<file path="src/rtl/rename_walk_ctrl.sv">
// rtl/rename_walk_ctrl.sv - freelist recovery sequencer: per-group allocation log walked youngest-first on redirect
// Pointers carry a wrap bit so full/empty and distances work modulo 2*DEPTH.
module rename_walk_ctrl #(
  parameter int DEPTH       = 32,
  parameter int FETCH_WIDTH = 4,
  parameter int GID_WIDTH   = $clog2(DEPTH),
  parameter int NUM_WIDTH   = $clog2(FETCH_WIDTH) + 1
) (
  input  logic                 clk,
  input  logic                 rst,
  input  logic                 alloc_valid,
  input  logic [NUM_WIDTH-1:0] alloc_num,
  output logic                 alloc_ready,
  output logic [GID_WIDTH-1:0] alloc_gid,
  input  logic                 retire_valid,
  input  logic                 redirect_valid,
  input  logic [GID_WIDTH-1:0] redirect_gid,
  output logic                 walk,
  output logic [NUM_WIDTH-1:0] walk_num,
  output logic                 walk_busy,
  output logic [GID_WIDTH:0]   group_count
);

  typedef enum logic {IDLE, WALK} state_t;

  localparam logic [GID_WIDTH:0] PTR_ONE = {{GID_WIDTH{1'b0}}, 1'b1};

  state_t               state, state_n;
  logic [GID_WIDTH:0]   head, tail, walk_ptr, stop;
  logic [NUM_WIDTH-1:0] log_mem [DEPTH];
  logic                 walk_q;
  logic [NUM_WIDTH-1:0] walk_num_q;

  logic                 full, empty, alloc_fire, flush, step, in_range;
  logic [GID_WIDTH:0]   red_ptr, target, cur_ptr, eff_stop, sel_ptr;
  logic [NUM_WIDTH-1:0] sel_num;

  // Redirect gid takes the wrap bit of its logical position relative to head.
  always_comb begin
    empty      = (head == tail);
    full       = (head[GID_WIDTH-1:0] == tail[GID_WIDTH-1:0]) && (head[GID_WIDTH] != tail[GID_WIDTH]);
    red_ptr    = {(redirect_gid >= head[GID_WIDTH-1:0]) ? head[GID_WIDTH] : ~head[GID_WIDTH], redirect_gid};
    target     = red_ptr + PTR_ONE;
    in_range   = (red_ptr - head) < (tail - head);
    cur_ptr    = (state == WALK) ? walk_ptr : tail;
    flush      = redirect_valid && (target != cur_ptr);
    eff_stop   = flush ? target : stop;
    step       = ((state == WALK) || flush) && (cur_ptr != eff_stop);
    sel_ptr    = cur_ptr - PTR_ONE;
    sel_num    = log_mem[sel_ptr[GID_WIDTH-1:0]];
    alloc_fire = alloc_valid && alloc_ready;
  end

  always_ff @(posedge clk) begin
    if (rst) state <= IDLE;
    else     state <= state_n;
  end

  // WALK also covers the cycle showing the last registered pulse.
  always_comb begin
    state_n = state;
    if (step)                state_n = WALK;
    else if (state == WALK)  state_n = IDLE;
  end

  always_comb begin
    alloc_ready = !full && (state == IDLE) && !redirect_valid;
    alloc_gid   = tail[GID_WIDTH-1:0];
    walk_busy   = (state == WALK) || redirect_valid;
    group_count = tail - head;
    walk        = walk_q;
    walk_num    = walk_num_q;
  end

  always_ff @(posedge clk) begin
    if (alloc_fire) log_mem[tail[GID_WIDTH-1:0]] <= alloc_num;
  end

  always_ff @(posedge clk) begin
    if (rst) begin
      head       <= '0;
      tail       <= '0;
      walk_ptr   <= '0;
      stop       <= '0;
      walk_q     <= 1'b0;
      walk_num_q <= '0;
    end else begin
      if (retire_valid) head <= head + PTR_ONE;
      if (alloc_fire)   tail <= tail + PTR_ONE;
      if (flush)        stop <= target;
      if (step)         walk_ptr <= sel_ptr;
      walk_q     <= step && (sel_num != '0);
      walk_num_q <= step ? sel_num : '0;
      if ((state == WALK) && !step) tail <= eff_stop;
    end
  end

  always_ff @(posedge clk) begin
    if (!rst && retire_valid) begin
      assert (!empty) else $error("retire_valid with empty group log");
    end
    if (!rst && redirect_valid) begin
      assert (in_range) else $error("redirect_gid outside live groups");
    end
  end

endmodule

</file>
<file path="config.mk">
export PLATFORM = sky130hd
export DESIGN_NAME = rename_walk_ctrl
export DESIGN_NICKNAME = d
export VERILOG_FILES = /design/src/rtl/rename_walk_ctrl.sv
export SDC_FILE = /design/constraint.sdc
export NUM_CORES = 1
export LEC_CHECK = 0
export ABC_AREA = 1
export ABC_CLOCK_PERIOD_IN_PS = 5100
export CAP_MARGIN = 20
export CORE_MARGIN = 2
export CORE_UTILIZATION = 55
export CTS_CLUSTER_SIZE = 12
export DETAILED_ROUTE_END_ITERATION = 6
export PLACE_DENSITY_LB_ADDON = 0.1
export SYNTH_ARGS = -nofsm -noshare
export SYNTH_HDL_FRONTEND = slang
export SYNTH_SLANG_ARGS = --single-unit
</file>
<file path="constraint.sdc">
create_clock -name clk -period 5.1 [get_ports clk]
set_input_delay 0.765 -clock clk [delete_from_list [all_inputs] [get_ports clk]]
set_output_delay 0.765 -clock clk [all_outputs]
set_load 0.05 [all_outputs]
</file>
==> results of run 1 <==
==> report_power, final <==
group	total, W	internal, W	switching [W]
registers	0.00115	0.00113	0.0000280
logic	0.000722	0.000230	0.000493
clock network	0.00122	0.000770	0.000446
==> worst min-delay path, cell delays in order (launching register included) <==
cell     delay (ns)
dfxtp_1        0.31
nand2_1        0.06
a21oi_1        0.05
==> flip-flops by register name, summed over array words and instances, names as in the netlist <==
signal    flops
stop          6
tail          6
walk          1
walk_num      3
walk_ptr      6
log_mem      96
head          6
state         1
==> cell families (layout without fill, tap and decap cells) <==
kind of cell / count (synthesis) / in the layout / synth area share
compound gates: 113 / 113 / 0.1065
xor+xnor: 11 / 11 / 0.01519
fa+ha+maj: 18 / 18 / 0.03668
buf+inv: 87 / 124 / 0.06369
flops: 125 / 125 / 0.5458
simple gates: 321 / 321 / 0.2321
==> final timing paths <==
path | slack (ns) | startpoint | to | cells after the start
max | 1.14 | state$_SDFF_PP0_ | walk$_SDFF_PP0_ | 13
min reg2reg | 0.47 | walk_ptr[5]$_SDFFE_PP0P_ | walk_ptr[5]$_SDFFE_PP0P_ | 2
min | 0.47 | walk_ptr[5]$_SDFFE_PP0P_ | walk_ptr[5]$_SDFFE_PP0P_ | 2
max reg2reg | 1.14 | state$_SDFF_PP0_ | walk$_SDFF_PP0_ | 13
==> cell type report <==
type | instances | area share
multi-input combinational | 463 | 0.3409
clock buffer | 19 | 0.05940
inverter | 55 | 0.02936
clock inverter | 13 | 0.02249
timing repair buffer | 37 | 0.04807
tap | 143 | 0.02455
sequential | 125 | 0.4752
==> synth_stat cells (all sizes together) <==
cell	count	area [um^2]
xnor2	2	17.52
nand2	130	553.0
nand3	63	352.8
a31oi	1	6.260
o22ai	11	68.82
buf	14	122.6
o21a	1	7.510
o21ai	54	274.0
o211ai	11	82.58
nor3	9	50.05
a21oi	20	107.6
xor2	9	78.83
fa	1	20.02
nor2	106	432.9
inv	53	206.5
clkinv	2	7.510
ha	17	212.7
nand3b	1	7.510
nand4	10	62.56
edfxtp	96	2883
clkbuf	18	67.56
or2	1	6.260
o31ai	1	7.510
o221ai	13	113.9
dfxtp	29	580.6
o21bai	1	7.510
nor3b	1	7.510
==> per-layer routing <==
layer,track usage,share of wire,up-vias
met2,0.4374,0.50,138
met1,0.3069,0.41,2411
met5,0,0,-
li1,-,-,2391
met3,0.06315,0.047,43
met4,0.1300,0.033,0
==> through the flow <==
step	instance area, um^2	util	worst slack [ns]	std cells
after floorplan	6345	-	2.217	675
after global placement	6691	0.5911	1.195	823
after detailed placement	6691	0.5911	1.200	823
after CTS	7288	0.6438	1.150	855
after global routing	7288	0.6438	0.7709	855
final	7288	0.6438	1.141	855
==> flow_summary.ini, run 1 <==
[worst_hold_path]
hold_class = flip-flop to flip-flop

[die]
initial_utilization = 0.5605
die_x_um = 111.4
coreArea_um2 = 11320
num_io_pins = 30
die_h_um = 111.4
dieArea_um2 = 12410
placementRows = 39

[cts]
clock-sinks = 125
cts_resized = 0
path_clk_slew_ns = 0.05
cts_setup_buffers = 0
cts_root_buffer = clkbuf_16
cts_buffer_depth = 2
numCtsBuffers = 17
cts.htree.levels = 4
cts.hold.buffers_added = 0
clk_latency_ns = 0.43
cts_tree = built

[timing]
whs_ns = 0.4685
min_period_ns = 3.959
hold_violations = 0
clock_skew_ns = 0.007104
final.period_utilization = 0.7762
timing.fmax_ghz = 0.2526
rsz0062_at_grt = no
setup_violations = 0
setup_tns_ns = 0
maxSlewViolCount = 0
slew_headroom = 0.4568
worst_pin_slew_ns = 0.8137

[critical_path]
worstPathArrival_ns = 4.28
crit_buf_inv = 4
crit_type = flip-flop to flip-flop
cp-end-kind = flip-flop
critPathLaunchType = flip-flop
path_common_cell = nand2_1
crit_slowest_cell = dfxtp_1
cp_cell_sequence = inv_8 > nand2_2 > nand2_4 > inv_2 > buf_4 > nand2_1 > xor2_1 > inv_1 > nand3_1 > nand2_1 > o21ai_0 > nand2_1 > o21a_1
critPathTopFamily = buffers and inverters
cp_max_fo = 51
critPathMaxStageDelay_ns = 0.85
crit_required_ns = 5.42

[power]
p_per_area_nw_per_um2 = 424.2
total_power_w = 0.003092
power.leakage_nw = 2.804
vdd_drop_max_mv = 0.3214

[cells_and_area]
layout_commonest_cell = nand2_1
fillers = 936
multiInputGateArea_um2 = 2485
fin_nets = 730
drive_above_1_share = 0.1067
seqCellArea_um2 = 3463
syn_to_final_growth_pct = 14.87
diodes = 0
layout_common_cells = 112 x nand2_1, 103 x nor2_1, 96 x edfxtp_1

[routing]
antenna_left = 0
initialDrtViolationCount = 424
drt_first_pass_iters = 5
vias = 4983
vias_per_cell = 5.828
wl_um = 15370
drc = 0
avgRoutedWirePerCell_um = 17.98

[placement]
hpwlAfterDp_um = 10440
gp_congestion = 0.9111
port_buffers = 29

[synth]
yosysSeqAreaShare = 0.5458
synthCells = 675
syn_area_per_cell_um2 = 9.400
yosysWarningCount = 0
ys_ff_latch = 125
syn_area_um2 = 6345
ys_types = 42
syn_nets = 706

[status]
outcome = finished clean

[global_route]
antenna_found_initial = 0
grt_max_degree = 52
grt_pass1_vias = 4968
grt_pass1_wl_um = 24600
grt_overflow = 0
grt_use_total = 0.2575

[job]
timing.max_cap.violations = 0
(Power assumes the default switching activity.)
==> inputs of run 2 (changes only) <==
--- a/config.mk
+++ b/config.mk
@@ -6,7 +6,7 @@
 export NUM_CORES = 1
 export LEC_CHECK = 0
 export ABC_AREA = 1
-export ABC_CLOCK_PERIOD_IN_PS = 5100
+export ABC_CLOCK_PERIOD_IN_PS = 3800
 export CAP_MARGIN = 20
 export CORE_MARGIN = 2
 export CORE_UTILIZATION = 55
==> constraint.sdc (replaced) <==
create_clock -name clk -period 3.8 [get_ports clk]
set_input_delay 0.57 -clock clk [delete_from_list [all_inputs] [get_ports clk]]
set_output_delay 0.57 -clock clk [all_outputs]
set_load 0.05 [all_outputs]
==> flow_summary.ini, run 2 (synthesis results as in run 1) <==
[status]
outcome = finished clean

[cells_and_area]
largest_reg_flops = 96
seqCellArea_um2 = 3463
multiInputGateArea_um2 = 2485
fin_nets = 737
layout_common_cells = 112 x nand2_1, 103 x nor2_1, 96 x edfxtp_1
syn_to_final_growth_pct = 15.91
fillers = 934
drive_above_1_share = 0.1182
diodes = 0
layout_commonest_cell = nand2_1

[critical_path]
cp-end-kind = primary output
crit_slowest_cell = clkdlybuf4s50_1
critPathLaunchType = flip-flop
reg2reg_slack_ns = 0.51
crit_buf_inv = 3
crit_path_start = head[2]$_SDFFE_PP0P_
crit_required_ns = 3.23
critPathMaxStageDelay_ns = 0.83
r2r-end = tail[3]$_SDFFE_PP0P_
worstPathArrival_ns = 2.95
cp_cell_sequence = inv_1 > ha_1 > inv_1 > o31ai_1 > a21oi_1 > nor2_1 > nor2_1 > xor2_1 > clkdlybuf4s50_1
cp_num_cells = 9
critPathTopFamily = buffers and inverters
crit_type = flip-flop to primary output
cp_max_fo = 3
critPathCapture = group_count[5]
reg2regPathDepth = 18
r2r_start = state$_SDFF_PP0_

[die]
num_io_pins = 30
coreArea_um2 = 11320
placementRows = 39
die_h_um = 111.4
die_x_um = 111.4
dieArea_um2 = 12410
initial_utilization = 0.5605

[placement]
gp_congestion = 0.9309
hpwlAfterDp_um = 10620
place_ws_ns = 0.1874
port_buffers = 29

[power]
vdd_drop_max_mv = 0.4116
p_per_area_nw_per_um2 = 570.3
power.leakage_nw = 2.840

[cts]
clock-sinks = 125
cts_resized = 0
cts.htree.levels = 4
cts_tree = built
path_clk_slew_ns = 0.06
numCtsBuffers = 17
cts_root_buffer = clkbuf_16
cts_buffer_depth = 2
clk_latency_ns = 0.43
cts_setup_buffers = 0
cts.hold.buffers_added = 0

[routing]
antenna_left = 0
wl_um = 15320
drt_first_pass_iters = 5
vias_per_cell = 5.792
initialDrtViolationCount = 400
drc = 0
avgRoutedWirePerCell_um = 17.77
vias = 4993

[worst_hold_path]
hold_class = flip-flop to flip-flop
min_from = walk_ptr[3]$_SDFFE_PP0P_

[timing]
final.period_utilization = 0.9259
slew_headroom = 0.5383
fin_ws_ns = 0.2816
hold_violations = 0
timing.fmax_ghz = 0.2842
rsz0062_at_grt = no
worst_pin_slew_ns = 0.6917
clock_skew_ns = 0.007917
min_period_ns = 3.518
maxSlewViolCount = 0
setup_violations = 0
setup_tns_ns = 0

[global_route]
grt_overflow = 0
grt_pass1_wl_um = 25090
grt_pass1_vias = 4978
grt_use_total = 0.2621
grt_max_degree = 52
antenna_found_initial = 0

[job]
timing.max_cap.violations = 0
-- run 2: changes by cell type in the layout (fill, tap and decap cells not counted) --
cell and change:
clkinvlp_4 +2, clkinv_2 -1, clkinv_4 -1, buf_4 +7
inv_8 +1, inv_6 +1, clkbuf_1 -2
-- run 2: worst min path at each step --
stage          cells past startpoint                  endpoint  slack (ns)
3_5_place_dp                       2  walk_ptr[5]$_SDFFE_PP0P_        0.45
4_1_cts                            2  walk_ptr[5]$_SDFFE_PP0P_        0.46
3_3_place_gp                       2  walk_ptr[5]$_SDFFE_PP0P_        0.45
6_report                           2  walk_ptr[3]$_SDFFE_PP0P_        0.46
5_1_grt                            2  walk_ptr[3]$_SDFFE_PP0P_        0.48
2_1_floorplan                      2  walk_ptr[5]$_SDFFE_PP0P_        0.44
-- run 2: cell type report --
type,count,area share
Sequential cell,125,0.4709
Multi-Input combinational cell,463,0.3379
Clock buffer,17,0.05784
Timing Repair Buffer,44,0.05478
Inverter,55,0.02909
Clock inverter,15,0.02518
Tap cell,143,0.02433
-- run 2: worst min-delay path, delay by kind of cell (launching register included) --
kind | cells | cell delay, ns
compound gates | 1 | 0.05
flops | 1 | 0.30
simple gates | 1 | 0.06
-- run 2: where the power goes --
group          leakage (nW)  switching, W  internal, W
combinational          1.45      0.000673     0.000320
sequential             1.10     0.0000293      0.00151
clock                 0.290      0.000622      0.00104
total                  2.84       0.00132      0.00287
-- run 2: per-stage QoR --
step	hold slack, ns	util	instance area [um^2]	cells	power (W)
3_5_place_dp	0.4507	0.5957	6744	830	0.002554
4_1_cts	0.4599	0.6496	7355	862	0.004203
6_report	0.4603	0.6496	7355	862	0.004194
3_3_place_gp	0.4489	0.5957	6744	830	0.002539
2_1_floorplan	0.4353	-	6345	675	0.002251
5_1_grt	0.4827	0.6496	7355	862	0.004373
-- run 2: layer usage --
layer | up-vias | global-route usage | part of all wire
li1 | 2396 | - | -
met2 | 188 | 0.4402 | 0.50
met4 | 0 | 0.1185 | 0.030
met1 | 2371 | 0.3228 | 0.41
met3 | 38 | 0.06424 | 0.057
met5 | - | 0 | 0
